===== config.mk =====
export PLATFORM = sky130hd
export DESIGN_NAME = framebuffer_arbiter_flat
export DESIGN_NICKNAME = d
export VERILOG_FILES = /design/src/rtl/framebuffer_pkg.sv /design/src/rtl/framebuffer_arbiter_if.sv /design/src/rtl/fb_starve_counter.sv /design/src/rtl/framebuffer_arbiter.sv /design/src/flat_wrapper.sv
export SDC_FILE = /design/constraint.sdc
export NUM_CORES = 1
export LEC_CHECK = 0
export BUFFER_PORTS_ARGS = -buffer_cell sky130_fd_sc_hd__buf_2
export CELL_PAD_IN_SITES_DETAIL_PLACEMENT = 0
export CELL_PAD_IN_SITES_GLOBAL_PLACEMENT = 1
export CORE_MARGIN = 1.5
export CORE_UTILIZATION = 24
export DETAILED_ROUTE_END_ITERATION = 16
export PLACE_DENSITY = 0.84
export SKIP_CTS_REPAIR_TIMING = 1
export SLEW_MARGIN = 20
export SYNTH_ARGS = -nofsm -noshare
export SYNTH_HDL_FRONTEND = slang
export SYNTH_SLANG_ARGS = --single-unit
export TNS_END_PERCENT = 1

===== constraint.sdc =====
create_clock -name clk_in -period 2.8 [get_ports clk_in]
set_clock_uncertainty 0.2 [all_clocks]
set_input_delay 0.7 -clock clk_in [delete_from_list [all_inputs] [get_ports clk_in]]
set_output_delay 0.7 -clock clk_in [all_outputs]
set_load 0.01 [all_outputs]

===== src/rtl/framebuffer_pkg.sv =====
// Shared defaults, pixel type and arbiter state encoding
// for the framebuffer arbiter slice.
package framebuffer_pkg;

    localparam int ADDR_W     = 11;
    localparam int DATA_W     = 18;
    localparam int STARVE_MAX = 8;

    typedef logic [DATA_W-1:0] pixel_t;

    typedef enum logic [1:0] {
        IDLE,
        SCAN,
        WRITE
    } state_e;

endpackage


===== src/rtl/framebuffer_arbiter_if.sv =====
// Scan, host and RAM signals of the framebuffer arbiter.
// slave = arbiter view, master = surrounding system view.
interface framebuffer_arbiter_if #(
    parameter int ADDR_W = 11,
    parameter int DATA_W = 18
);

    logic              scan_req;
    logic [ADDR_W-1:0] scan_addr;
    logic              scan_gnt;
    logic [DATA_W-1:0] scan_rdata;
    logic              scan_rvalid;
    logic              frame_start;

    logic              wr_valid;
    logic              wr_ready;
    logic [ADDR_W-1:0] wr_addr;
    logic [DATA_W-1:0] wr_data;
    logic              swap_req;
    logic              swap_done;

    logic [ADDR_W:0]   ram_addr;
    logic              ram_we;
    logic [DATA_W-1:0] ram_wdata;
    logic [DATA_W-1:0] ram_rdata;

    modport slave (
        input  scan_req, scan_addr, frame_start,
        input  wr_valid, wr_addr, wr_data, swap_req,
        input  ram_rdata,
        output scan_gnt, scan_rdata, scan_rvalid,
        output wr_ready, swap_done,
        output ram_addr, ram_we, ram_wdata
    );

    modport master (
        output scan_req, scan_addr, frame_start,
        output wr_valid, wr_addr, wr_data, swap_req,
        output ram_rdata,
        input  scan_gnt, scan_rdata, scan_rvalid,
        input  wr_ready, swap_done,
        input  ram_addr, ram_we, ram_wdata
    );

endinterface


===== src/rtl/fb_starve_counter.sv =====
// Saturating count of cycles a host write has been held off;
// starved flags that the write must be forced through.
module fb_starve_counter #(
    parameter int STARVE_MAX = framebuffer_pkg::STARVE_MAX
) (
    input  logic clk_in,
    input  logic reset,
    input  logic stall,
    output logic starved
);

    localparam int CNT_W = $clog2(STARVE_MAX + 1);
    localparam logic [CNT_W-1:0] MAX = CNT_W'(STARVE_MAX);

    logic [CNT_W-1:0] count;

    // Count stalled cycles, clear on any non-stall cycle, hold at MAX
    always_ff @(posedge clk_in) begin
        if (reset || !stall) begin
            count <= '0;
        end else if (count != MAX) begin
            count <= count + 1'b1;
        end
    end

    assign starved = (count == MAX);

endmodule


===== src/rtl/framebuffer_arbiter.sv =====
// Single-port framebuffer arbiter: scan reads win unless a host
// write has starved. Define FB_DOUBLE_BUFFER_EN for bank swapping.
module framebuffer_arbiter #(
    parameter int ADDR_W     = framebuffer_pkg::ADDR_W,
    parameter int DATA_W     = framebuffer_pkg::DATA_W,
    parameter int STARVE_MAX = framebuffer_pkg::STARVE_MAX
) (
    input logic                  clk_in,
    input logic                  reset,
    framebuffer_arbiter_if.slave bus
);

    import framebuffer_pkg::*;

    state_e          state;
    logic            starved;
    logic            host_win;
    logic            scan_win;
    logic            front_bank;
    logic            back_bank;
    logic [ADDR_W:0] addr_q;
    logic [ADDR_W:0] addr_d;

    fb_starve_counter #(
        .STARVE_MAX(STARVE_MAX)
    ) u_starve (
        .clk_in (clk_in),
        .reset  (reset),
        .stall  (bus.wr_valid && !host_win),
        .starved(starved)
    );

    assign host_win = !reset && bus.wr_valid
                      && (!bus.scan_req || starved);
    assign scan_win = !reset && bus.scan_req && !host_win;

    // Pick the RAM address for the winner; hold it when idle
    always_comb begin
        addr_d = addr_q;
        if (reset) begin
            addr_d = '0;
        end else if (host_win) begin
            addr_d = {back_bank, bus.wr_addr};
        end else if (scan_win) begin
            addr_d = {front_bank, bus.scan_addr};
        end
    end

    // Remember the last driven address for idle cycles
    always_ff @(posedge clk_in) begin
        if (reset) begin
            addr_q <= '0;
        end else begin
            addr_q <= addr_d;
        end
    end

    // Track last cycle's grant; SCAN marks read data due now
    always_ff @(posedge clk_in) begin
        if (reset) begin
            state <= IDLE;
        end else if (scan_win) begin
            state <= SCAN;
        end else if (host_win) begin
            state <= WRITE;
        end else begin
            state <= IDLE;
        end
    end

    assign bus.scan_gnt    = scan_win;
    assign bus.wr_ready    = host_win;
    assign bus.ram_we      = host_win;
    assign bus.ram_addr    = addr_d;
    assign bus.ram_wdata   = host_win ? bus.wr_data : '0;
    assign bus.scan_rvalid = (state == SCAN) && !reset;
    assign bus.scan_rdata  = bus.scan_rvalid ? bus.ram_rdata : '0;

`ifdef FB_DOUBLE_BUFFER_EN
    logic swap_pending;
    logic swap_done_q;

    // Hold swap requests until the next frame boundary
    always_ff @(posedge clk_in) begin
        if (reset) begin
            front_bank   <= 1'b0;
            swap_pending <= 1'b0;
            swap_done_q  <= 1'b0;
        end else begin
            swap_done_q <= 1'b0;
            if (bus.frame_start && (swap_pending || bus.swap_req)) begin
                front_bank   <= ~front_bank;
                swap_pending <= 1'b0;
                swap_done_q  <= 1'b1;
            end else if (bus.swap_req) begin
                swap_pending <= 1'b1;
            end
        end
    end

    assign back_bank     = ~front_bank;
    assign bus.swap_done = swap_done_q && !reset;
`else
    logic unused_swap;

    assign unused_swap   = bus.swap_req ^ bus.frame_start;
    assign front_bank    = 1'b0;
    assign back_bank     = 1'b0;
    assign bus.swap_done = 1'b0;
`endif

endmodule


===== src/flat_wrapper.sv =====
// flat-port wrapper written by rule: the top's interface ports become plain ports
module framebuffer_arbiter_flat import framebuffer_pkg::*;
#(
    parameter int ADDR_W     = framebuffer_pkg::ADDR_W,
    parameter int DATA_W     = framebuffer_pkg::DATA_W,
    parameter int STARVE_MAX = framebuffer_pkg::STARVE_MAX
)
  (clk_in, reset, bus_scan_req, bus_scan_addr, bus_frame_start, bus_wr_valid, bus_wr_addr, bus_wr_data, bus_swap_req, bus_ram_rdata, bus_scan_gnt, bus_scan_rdata, bus_scan_rvalid, bus_wr_ready, bus_swap_done, bus_ram_addr, bus_ram_we, bus_ram_wdata);
  framebuffer_arbiter_if #(.ADDR_W(ADDR_W), .DATA_W(DATA_W)) bus_i ();
  input logic clk_in;
  input logic reset;
  input wire logic [$bits(bus_i.scan_req)-1:0] bus_scan_req;
  input wire logic [$bits(bus_i.scan_addr)-1:0] bus_scan_addr;
  input wire logic [$bits(bus_i.frame_start)-1:0] bus_frame_start;
  input wire logic [$bits(bus_i.wr_valid)-1:0] bus_wr_valid;
  input wire logic [$bits(bus_i.wr_addr)-1:0] bus_wr_addr;
  input wire logic [$bits(bus_i.wr_data)-1:0] bus_wr_data;
  input wire logic [$bits(bus_i.swap_req)-1:0] bus_swap_req;
  input wire logic [$bits(bus_i.ram_rdata)-1:0] bus_ram_rdata;
  output wire logic [$bits(bus_i.scan_gnt)-1:0] bus_scan_gnt;
  output wire logic [$bits(bus_i.scan_rdata)-1:0] bus_scan_rdata;
  output wire logic [$bits(bus_i.scan_rvalid)-1:0] bus_scan_rvalid;
  output wire logic [$bits(bus_i.wr_ready)-1:0] bus_wr_ready;
  output wire logic [$bits(bus_i.swap_done)-1:0] bus_swap_done;
  output wire logic [$bits(bus_i.ram_addr)-1:0] bus_ram_addr;
  output wire logic [$bits(bus_i.ram_we)-1:0] bus_ram_we;
  output wire logic [$bits(bus_i.ram_wdata)-1:0] bus_ram_wdata;
  assign bus_i.scan_req = bus_scan_req;
  assign bus_i.scan_addr = bus_scan_addr;
  assign bus_i.frame_start = bus_frame_start;
  assign bus_i.wr_valid = bus_wr_valid;
  assign bus_i.wr_addr = bus_wr_addr;
  assign bus_i.wr_data = bus_wr_data;
  assign bus_i.swap_req = bus_swap_req;
  assign bus_i.ram_rdata = bus_ram_rdata;
  assign bus_scan_gnt = bus_i.scan_gnt;
  assign bus_scan_rdata = bus_i.scan_rdata;
  assign bus_scan_rvalid = bus_i.scan_rvalid;
  assign bus_wr_ready = bus_i.wr_ready;
  assign bus_swap_done = bus_i.swap_done;
  assign bus_ram_addr = bus_i.ram_addr;
  assign bus_ram_we = bus_i.ram_we;
  assign bus_ram_wdata = bus_i.ram_wdata;
  framebuffer_arbiter #(.ADDR_W(ADDR_W), .DATA_W(DATA_W), .STARVE_MAX(STARVE_MAX)) u_core (.clk_in(clk_in), .reset(reset), .bus(bus_i));
endmodule

* Word level (Yosys, flattened, before mapping)
Cells that the tools add are included.
Storage, ports and cells: register bits 18, bits of input ports 64, output and inout bits 53, word-level logic and storage cells 28
Operators by class: add/subtract/negate cells 1, equality and inequality tests 3, multiplexer cells 7, reductions and logical operators 13
Operator list (count):
- 12-bit 2-to-1 mux | 3
- 18-bit 2-to-1 mux | 2
- 1-bit logical AND | 6
- 4-bit by 1-bit adder with 4-bit output (second input constant) | 1
- 4-bit equality test (second input constant) | 1
- 1-bit logical NOT | 4
- 4-bit inequality test (second input constant) | 1
- 2-bit by 1-bit equality test with 1-bit output (second input constant) | 1
- 1-bit logical OR | 2
- 2-bit 2-to-1 mux | 1
- 2-bit OR reduction | 1
- 1-bit 2-to-1 mux | 1

* Longest topological paths before layout
Gate-level depths: netlist (run 1).
depth in word-level cells 8, gate-level depth with buffers 6, mapped depth without buffers 5

* Cells and area by module
From an unflattened synthesis (run 1), not the netlist that was laid out.
Second synthesis, totals: cell total of the unflattened synthesis 154, area total of the unflattened synthesis 1378.8 sq um
Modules (own cells, without submodules):
- framebuffer_arbiter | times used 1, cells an instance 132, area an instance 1131.1 sq um, sequential area each 280.3 sq um
- fb_starve_counter | times used 1, cells an instance 22, area an instance 247.7 sq um, sequential area each 80.1 sq um

* Least setup slack after synthesis (run 1)
Ideal clock, no wire load.
path kind input to output, start in bus_scan_req, end out bus_ram_addr[0], arrival 1.701 ns, data required time 1.900 ns, setup slack 0.199 ns, cell stages on the path 4, buffers on the path 2, cells stage by stage buf_4 > a211oi_4 > buf_6 > mux2_2
Between the ends: cells in the longest elaborated chain, start to end 8, elaborated cells on any way between the ends 9, classes of those cells 3 x mux; 6 x reduce/logical
Ends and longest elaborated chain:
- from (decl) | RTL line flat_wrapper.sv:12 | input wire logic [$bits(bus_i.scan_req)-1:0] bus_scan_req;
- 1-bit logical NOT | RTL line framebuffer_arbiter.sv:34 | && (!bus.scan_req || starved);
- 1-bit logical OR | RTL line framebuffer_arbiter.sv:34
- 1-bit logical AND | RTL line framebuffer_arbiter.sv:34
- 1-bit logical NOT | RTL line framebuffer_arbiter.sv:35 | assign scan_win = !reset && bus.scan_req && !host_win;
- 1-bit logical AND | RTL line framebuffer_arbiter.sv:35
- 12-bit 2-to-1 mux | RTL line framebuffer_arbiter.sv:44 | end else if (scan_win) begin
- 12-bit 2-to-1 mux (*) | RTL line framebuffer_arbiter.sv:42 | end else if (host_win) begin
- 12-bit 2-to-1 mux (*) | RTL line framebuffer_arbiter.sv:40 | if (reset) begin
- to (decl) | RTL line flat_wrapper.sv:25 | output wire logic [$bits(bus_i.ram_addr)-1:0] bus_ram_addr;
Every way passes the cells marked *; elsewhere a longest branch is shown, timed or not.

* Worst setup path in the final report (run 1)
start reg u_core.u_starve.count[1], end out bus_ram_addr[0]
Between the ends: cells in the longest elaborated chain, start to end 8
Ends and longest elaborated chain:
- from (decl) | RTL line fb_starve_counter.sv:15 | logic [CNT_W-1:0] count;
- from (signal assigned) | RTL line fb_starve_counter.sv:22 | count <= count + 1'b1;
- 4-bit equality test (*) | RTL line fb_starve_counter.sv:26 | assign starved = (count == MAX);
- 1-bit logical OR (*) | RTL line framebuffer_arbiter.sv:34
- 1-bit logical AND (*) | RTL line framebuffer_arbiter.sv:34
- 1-bit logical NOT | RTL line framebuffer_arbiter.sv:35
- 1-bit logical AND | RTL line framebuffer_arbiter.sv:35
- 12-bit 2-to-1 mux | RTL line framebuffer_arbiter.sv:44
- 12-bit 2-to-1 mux (*) | RTL line framebuffer_arbiter.sv:42
- 12-bit 2-to-1 mux (*) | RTL line framebuffer_arbiter.sv:40
Marked as above.

==> flow_metrics.py, run 1 <==
metrics = {
    "global_route": {
        "antenna_found_initial": 0,
        "gr-total-overflow": 0,
        "grt_start_max_net_pins": 26,
        "grt_pass1_wl_um": 4760,
        "track_usage_pct": 11.0,
        "grt_pass1_vias": 1106,
    },
    "setup_path": {
        "cp-endpoint": "bus_ram_addr[0]",
        "critPathTopFamily": "buffers and inverters",
        "cp_slowest_cell": "mux2_2",
        "r2r.worst_path.cells": 7,
        "arrival_ns": 1.82,
        "cp_num_buf_inv": 3,
        "critPathLaunch": "u_core.u_starve.count[1]$_SDFFE_PP0N_",
        "crit_chain": "inv_2, ha_4, nand3b_4, a211oi_4, buf_12, mux2_2, buf_6",
        "path_depth": 7,
        "critPathKind": "flip-flop to output pin",
        "cp_slowest_stage_delay_ns": 0.34,
        "r2r-end": "u_core.addr_q[0]$_SDFF_PP0_",
        "crit_path_start_kind": "flip-flop",
        "r2r-start": "u_core.u_starve.count[1]$_SDFFE_PP0N_",
        "crit_fanout": 8,
        "reg2reg_slack_ns": 0.89,
        "worstPathRequired_ns": 1.90,
        "end_kind": "output pin",
    },
    "yosys": {
        "netlist_area_mm2": 0.00125,
        "yosysUniqueCellTypes": 27,
        "synth-seq-cells": 18,
        "ys.warnings.count": 0,
        "synth_fp_nets": 201,
        "synth_seq_area_share_pct": 28.7,
        "syn_avg_cell_area_um2": 9.30,
        "syn_inst": 135,
    },
    "routing": {
        "vias": 1376,
        "ant_nets": 0,
        "drcViolationCount": 0,
        "drt-total-wl_um": 3400,
        "first_iter_violations": 48,
        "wl_per_cell_um": 10.5,
        "drtPass1Iterations": 4,
        "dr_wl_met3_um": 532,
        "wl_met2_um": 1500,
        "wl_met1_um": 1350,
        "highest_layer": "met4",
        "vias_per_cell": 4.25,
    },
    "clock_network": {
        "clock-root-buffer": "clkbuf_8",
        "cts_tree": "built",
        "cts.sinks": 18,
        "clk_pin_slew_ns": 0.06,
        "cts_inserted_buffers": 3,
        "clock_path_buffers": 2,
        "insertion_delay_ns": 0.25,
        "htreeDepth": 1,
    },
    "die": {
        "core_region_area_mm2": 0.00507,
        "std_cell_rows": 26,
        "start_util_pct": 24.7,
        "die_width_um": 75.3,
        "die_h_um": 75.3,
        "ioPinCount": 117,
        "die_area_mm2": 0.00567,
    },
    "pwr": {
        "vdd_drop_max_v": 0.000281,
        "leakage_nw": 1.13,
        "p_per_area_mw_per_mm2": 329,
    },
    "place": {
        "io_buffers": 113,
        "dp_cells": 317,
        "dp_hpwl_um": 2690,
        "place_area_mm2": 0.00193,
        "routabilityCongestion": 0.739,
    },
    "finish": {
        "final_cells": 324,
        "syn_to_final_growth_pct": 64.5,
        "fillers": 517,
        "fin_area_mm2": 0.00206,
        "num_antenna_cells": 0,
        "nets": 321,
        "drive_gt1_share_pct": 63.0,
    },
    "sta": {
        "period_needed_ns": 2.72,
        "period_share_pct": 97.2,
        "rsz0062_at_grt": "true",
        "setup_viol": 0,
        "hold_violations": 0,
        "tns_ns": 0,
        "fmax_mhz": 367,
        "maxSlewViolCount": 0,
    },
    "run": {
        "drv_cap": 0,
    },
    "status": {
        "status": "finished, final reports clean",
    },
    "hold_path": {
        "min_path_type": "flip-flop to flip-flop",
    },
}
## registers in the layout, indices dropped and copies added, names as in the netlist
register / cells
u_core.u_starve.count: 4
u_core.state: 2
u_core.addr_q: 12
## stage by stage
stage               setup WS [ns]  hold WS (ns)  power, mW  utilization [%]
floorplan                   0.199         0.230      0.381                -
global placement           0.0944         0.244      0.463             37.9
detailed placement         0.0846         0.250      0.466             37.9
CTS                       -0.0740         0.265      0.675             39.0
global route              -0.0185         0.263      0.727             40.7
finish                     0.0787         0.241      0.678             40.7
## worst min-delay path by stage
stage	startpoint	to	slack [ns]	cells past startpoint
2_1_floorplan	u_core.u_starve.count[0]$_SDFFE_PP0N_	u_core.u_starve.count[0]$_SDFFE_PP0N_	0.23	1
3_3_place_gp	u_core.u_starve.count[0]$_SDFFE_PP0N_	u_core.u_starve.count[0]$_SDFFE_PP0N_	0.24	1
3_5_place_dp	u_core.u_starve.count[0]$_SDFFE_PP0N_	u_core.u_starve.count[0]$_SDFFE_PP0N_	0.25	1
4_1_cts	u_core.u_starve.count[0]$_SDFFE_PP0N_	u_core.u_starve.count[0]$_SDFFE_PP0N_	0.26	1
5_1_grt	u_core.u_starve.count[0]$_SDFFE_PP0N_	u_core.u_starve.count[0]$_SDFFE_PP0N_	0.26	1
6_report	u_core.u_starve.count[0]$_SDFFE_PP0N_	u_core.u_starve.count[0]$_SDFFE_PP0N_	0.24	1
## Yosys cell counts
master / count / share of area [%]
a211oi_1: 1 / 0.60
a211oi_4: 1 / 1.6
a21oi_1: 5 / 2.0
and2_1: 36 / 18
and3b_1: 1 / 0.70
buf_2: 2 / 0.80
buf_4: 4 / 2.4
buf_6: 1 / 0.90
clkbuf_1: 3 / 0.90
conb_1: 1 / 0.30
dfxtp_1: 18 / 29
ha_1: 2 / 2.0
inv_1: 5 / 1.5
mux2_2: 12 / 11
mux2i_1: 11 / 8.8
nand2_1: 1 / 0.30
nand3_1: 1 / 0.40
nand3b_4: 1 / 1.6
nor2_1: 10 / 3.0
nor3_1: 2 / 0.80
nor3b_2: 1 / 1.0
nor4b_1: 2 / 1.4
o21ai_2: 1 / 0.70
o221a_2: 10 / 9.0
or4_1: 1 / 0.60
xnor2_1: 1 / 0.70
xor2_1: 1 / 0.70
## layer usage
metal	vias up	track usage, %
met5	-	0
met4	0	1.79
met3	2	5.29
met2	103	18.6
met1	567	12.9
li1	704	-
## worst reg2reg max path: cells and delay by family, from the launching register on
kind / cells / cell delay, ns
buf+inv: 3 / 0.39
flops: 1 / 0.33
compound gates: 1 / 0.30
mux: 1 / 0.33
fa+ha+maj: 1 / 0.15
simple gates: 1 / 0.10
## where the power goes
| group | switching [mW] | leakage [nW] | internal, mW | total, mW |
|---|---|---|---|---|
| registers | 0.00410 | 0.149 | 0.271 | 0.275 |
| logic | 0.0855 | 0.947 | 0.111 | 0.197 |
| clock network | 0.0814 | 0.0288 | 0.125 | 0.206 |
## kinds of logic after synthesis
logic type	after synthesis	share of synthesized area (%)
xor+xnor	2	1.40
mux	23	19.5
simple gates	56	27.7
compound gates	18	13.9
fa+ha+maj	2	1.99
flops	18	28.7
buf+inv	15	6.48
other cells	1	0.299
## cells in the final DEF (no fill, tap or decap), types with 2 or more instances in the layout
cell type	count
buf_2	109
and2_1	36
dfxtp_1	16
mux2i_1	11
mux2_2	11
o221a_2	10
nor2_1	10
buf_4	10
a21oi_1	5
clkbuf_8	4
buf_6	4
inv_1	3
inv_2	2
nor3_1	2
nor4b_1	2
dfxtp_2	2
## layout make-up
cell class	instances	area [um^2]	area share [%]
clock buffer	4	55.1	2.67
timing repair buffer	125	711	34.4
sequential	18	363	17.6
tap	70	87.6	4.24
multi-input combinational	102	830	40.2
inverter	5	18.8	0.909
Note: power is estimated with default switching activity, not from simulation.
==> run 2, diff against run 1 <==
- ABC_AREA: not set -> 1
- CORE_UTILIZATION: 24 -> 23
==> flow_metrics.py, run 2 <==
metrics = {
    "status": {
        "status": "finished, final reports clean",
    },
    "yosys": {
        "synth_top_cell_by_area": "dfxtp_1",
        "yosysUniqueCellTypes": 21,
        "ys_async_sr_fraction_pct": 0,
        "synth_adder_area_share_pct": 1.85,
        "synth_most_common_cell": "nand2_1",
        "synthTopCellsByArea": "dfxtp_1 27%, nand2_1 14%, nor2_1 14%",
        "syn_inst": 222,
        "netlist_area_mm2": 0.00136,
        "synth_top_area_share_pct": 26.6,
        "ys.warnings.count": 0,
        "synth_top_family_by_area": "simple AND/OR/NAND/NOR gates",
        "synth_edf_count": 0,
        "synth_fp_nets": 288,
        "synth-seq-cells": 18,
        "synthSimpleGateAreaFrac_pct": 42.2,
        "synthFlopType": "dfxtp_1",
        "syn_avg_cell_area_um2": 6.11,
        "synth-compound-area-share_pct": 5.81,
        "synth_xor_area_share_pct": 1.29,
        "synth_seq_area_share_pct": 26.6,
        "synth_mux_area_share_pct": 0,
        "netlist_top_cells_count": "52 x nand2_1, 51 x nor2_1, 47 x inv_1",
    },
    "setup_path": {
        "end_kind": "output pin",
        "arrival_ns": 1.72,
        "worstPathRequired_ns": 1.90,
        "crit_path_start_kind": "input pin",
        "r2r-start": "u_core.u_starve.count[0]$_SDFFE_PP0N_",
        "critPathLaunch": "reset",
        "r2r.worst_path.cells": 7,
        "r2r-end": "u_core.addr_q[10]$_SDFF_PP0_",
        "reg2reg_slack_ns": 1.26,
        "critPathKind": "input pin to output pin",
        "crit_fanout": 11,
        "cp-endpoint": "bus_ram_addr[5]",
    },
    "clock_network": {
        "cts_inserted_buffers": 3,
        "cts.sinks": 18,
        "htreeDepth": 1,
        "cts_tree": "built",
        "clock_path_buffers": 2,
        "clock-root-buffer": "clkbuf_8",
        "clk_pin_slew_ns": 0.06,
        "insertion_delay_ns": 0.24,
    },
    "finish": {
        "regMostFlops": "u_core.addr_q",
        "reg_top3": "u_core.addr_q x12, u_core.u_starve.count x4, u_core.state x2",
        "mostFrequentLayoutCells": "113 x buf_2, 52 x nand2_1, 51 x nor2_1",
        "num_antenna_cells": 0,
        "multiInputGateArea_um2": 697,
        "final_core_util_pct": 35.6,
        "nets": 400,
        "final_common_cell": "buf_2",
        "fin_area_mm2": 0.00200,
        "largest_register_ffs": 12,
        "drive_gt1_share_pct": 44.4,
        "seqCellArea_um2": 360,
        "syn_to_final_growth_pct": 47.1,
        "fillers": 624,
    },
    "global_route": {
        "antenna_found_initial": 0,
        "gr-total-overflow": 0,
        "grt_start_max_net_pins": 20,
        "track_usage_pct": 10.3,
        "grt_pass1_vias": 1320,
        "grt_pass1_wl_um": 5410,
    },
    "die": {
        "die_width_um": 79.8,
        "ioPinCount": 117,
        "start_util_pct": 24.2,
        "die_area_mm2": 0.00637,
        "core_region_area_mm2": 0.00561,
        "die_h_um": 79.8,
        "std_cell_rows": 27,
    },
    "pwr": {
        "switchingPower_uw": 183,
        "vdd_drop_max_v": 0.000262,
        "leakage_nw": 1.33,
        "power_frac_comb_pct": 27.6,
        "pwr-share-clk_pct": 30.9,
        "p_int_uw": 477,
        "seqPwrFrac_pct": 41.5,
        "p_sw_share_pct": 27.8,
        "p_per_area_mw_per_mm2": 331,
    },
    "place": {
        "dp_slack_ns": 0.155,
        "dp_hpwl_um": 2830,
        "io_buffers": 113,
        "routabilityCongestion": 0.687,
        "place_area_mm2": 0.00194,
    },
    "routing": {
        "vias_per_cell": 3.83,
        "drtPass1Iterations": 4,
        "first_iter_violations": 15,
        "drt-total-wl_um": 3480,
        "ant_nets": 0,
        "vias": 1550,
        "drcViolationCount": 0,
        "wl_per_cell_um": 8.60,
    },
    "sta": {
        "tns_ns": 0,
        "setup_viol": 0,
        "hold_violations": 0,
        "period_needed_ns": 2.62,
        "period_share_pct": 93.7,
        "layout_setup_ws_ns": 0.176,
        "rsz0062_at_grt": "false",
        "maxSlewViolCount": 0,
        "fmax_mhz": 381,
    },
    "run": {
        "drv_cap": 0,
    },
    "hold_path": {
        "min_path_type": "flip-flop to flip-flop",
    },
}
run 2: worst min path at each step:
stage | startpoint | end | cells past startpoint | slack [ns]
after global placement | u_core.u_starve.count[0]$_SDFFE_PP0N_ | u_core.u_starve.count[0]$_SDFFE_PP0N_ | 1 | 0.24
after CTS | u_core.u_starve.count[0]$_SDFFE_PP0N_ | u_core.u_starve.count[0]$_SDFFE_PP0N_ | 1 | 0.27
final | u_core.u_starve.count[0]$_SDFFE_PP0N_ | u_core.u_starve.count[0]$_SDFFE_PP0N_ | 1 | 0.26
after global routing | u_core.u_starve.count[0]$_SDFFE_PP0N_ | u_core.u_starve.count[0]$_SDFFE_PP0N_ | 1 | 0.28
after detailed placement | u_core.u_starve.count[0]$_SDFFE_PP0N_ | u_core.u_starve.count[0]$_SDFFE_PP0N_ | 1 | 0.25
after floorplan | u_core.u_starve.count[0]$_SDFFE_PP0N_ | u_core.u_starve.count[0]$_SDFFE_PP0N_ | 1 | 0.23
run 2: power by group through the flow:
| stage | sequential (mW) | combinational (mW) | clock (mW) |
|---|---|---|---|
| after floorplan | 0.279 | 0.113 | 0 |
| after global placement | 0.280 | 0.183 | 0 |
| after detailed placement | 0.280 | 0.184 | 0 |
| after CTS | 0.274 | 0.185 | 0.214 |
| after global routing | 0.275 | 0.209 | 0.225 |
| final | 0.274 | 0.182 | 0.204 |
run 2: layer usage:
metal,up-vias,part of all wire [%],routed length [um],track usage (%)
met5,-,0,0,0
met4,0,0.23,8,2.41
met3,2,9.8,341,1.83
met2,73,48,1670,19.2
met1,619,42,1460,12.1
li1,856,-,-,-
run 2: layout make-up:
| cell class | count | share of cell area, % |
|---|---|---|
| multi-input cells | 143 | 34.9 |
| repair buffers | 118 | 30.2 |
| flip-flops and latches | 18 | 18.1 |
| inverters | 50 | 9.53 |
| well taps | 72 | 4.51 |
| clock buffers | 4 | 2.76 |
run 2: through the flow:
stage | hold slack, ns | instances | power (mW)
global placement | 0.243 | 401 | 0.463
detailed placement | 0.251 | 401 | 0.464
global route | 0.280 | 405 | 0.709
floorplan | 0.230 | 222 | 0.392
finish | 0.261 | 405 | 0.660
CTS | 0.266 | 405 | 0.673
run 2: worst max-delay path, stage by stage:
cell and delay [ns]:
buf_2 0.18, inv_2 0.22, nand2_2 0.16, nand2_1 0.09, nand2_1 0.06, a21oi_2 0.11
nor2_1 0.06, buf_2 0.13
run 2: cells by family (layout without fill, tap and decap cells):
group / Yosys count / in the layout
flops: 18 / 18
buf+inv: 61 / 172
compound gates: 12 / 12
xor+xnor: 2 / 2
other cells: 1 / 1
fa+ha+maj: 2 / 2
simple gates: 126 / 126
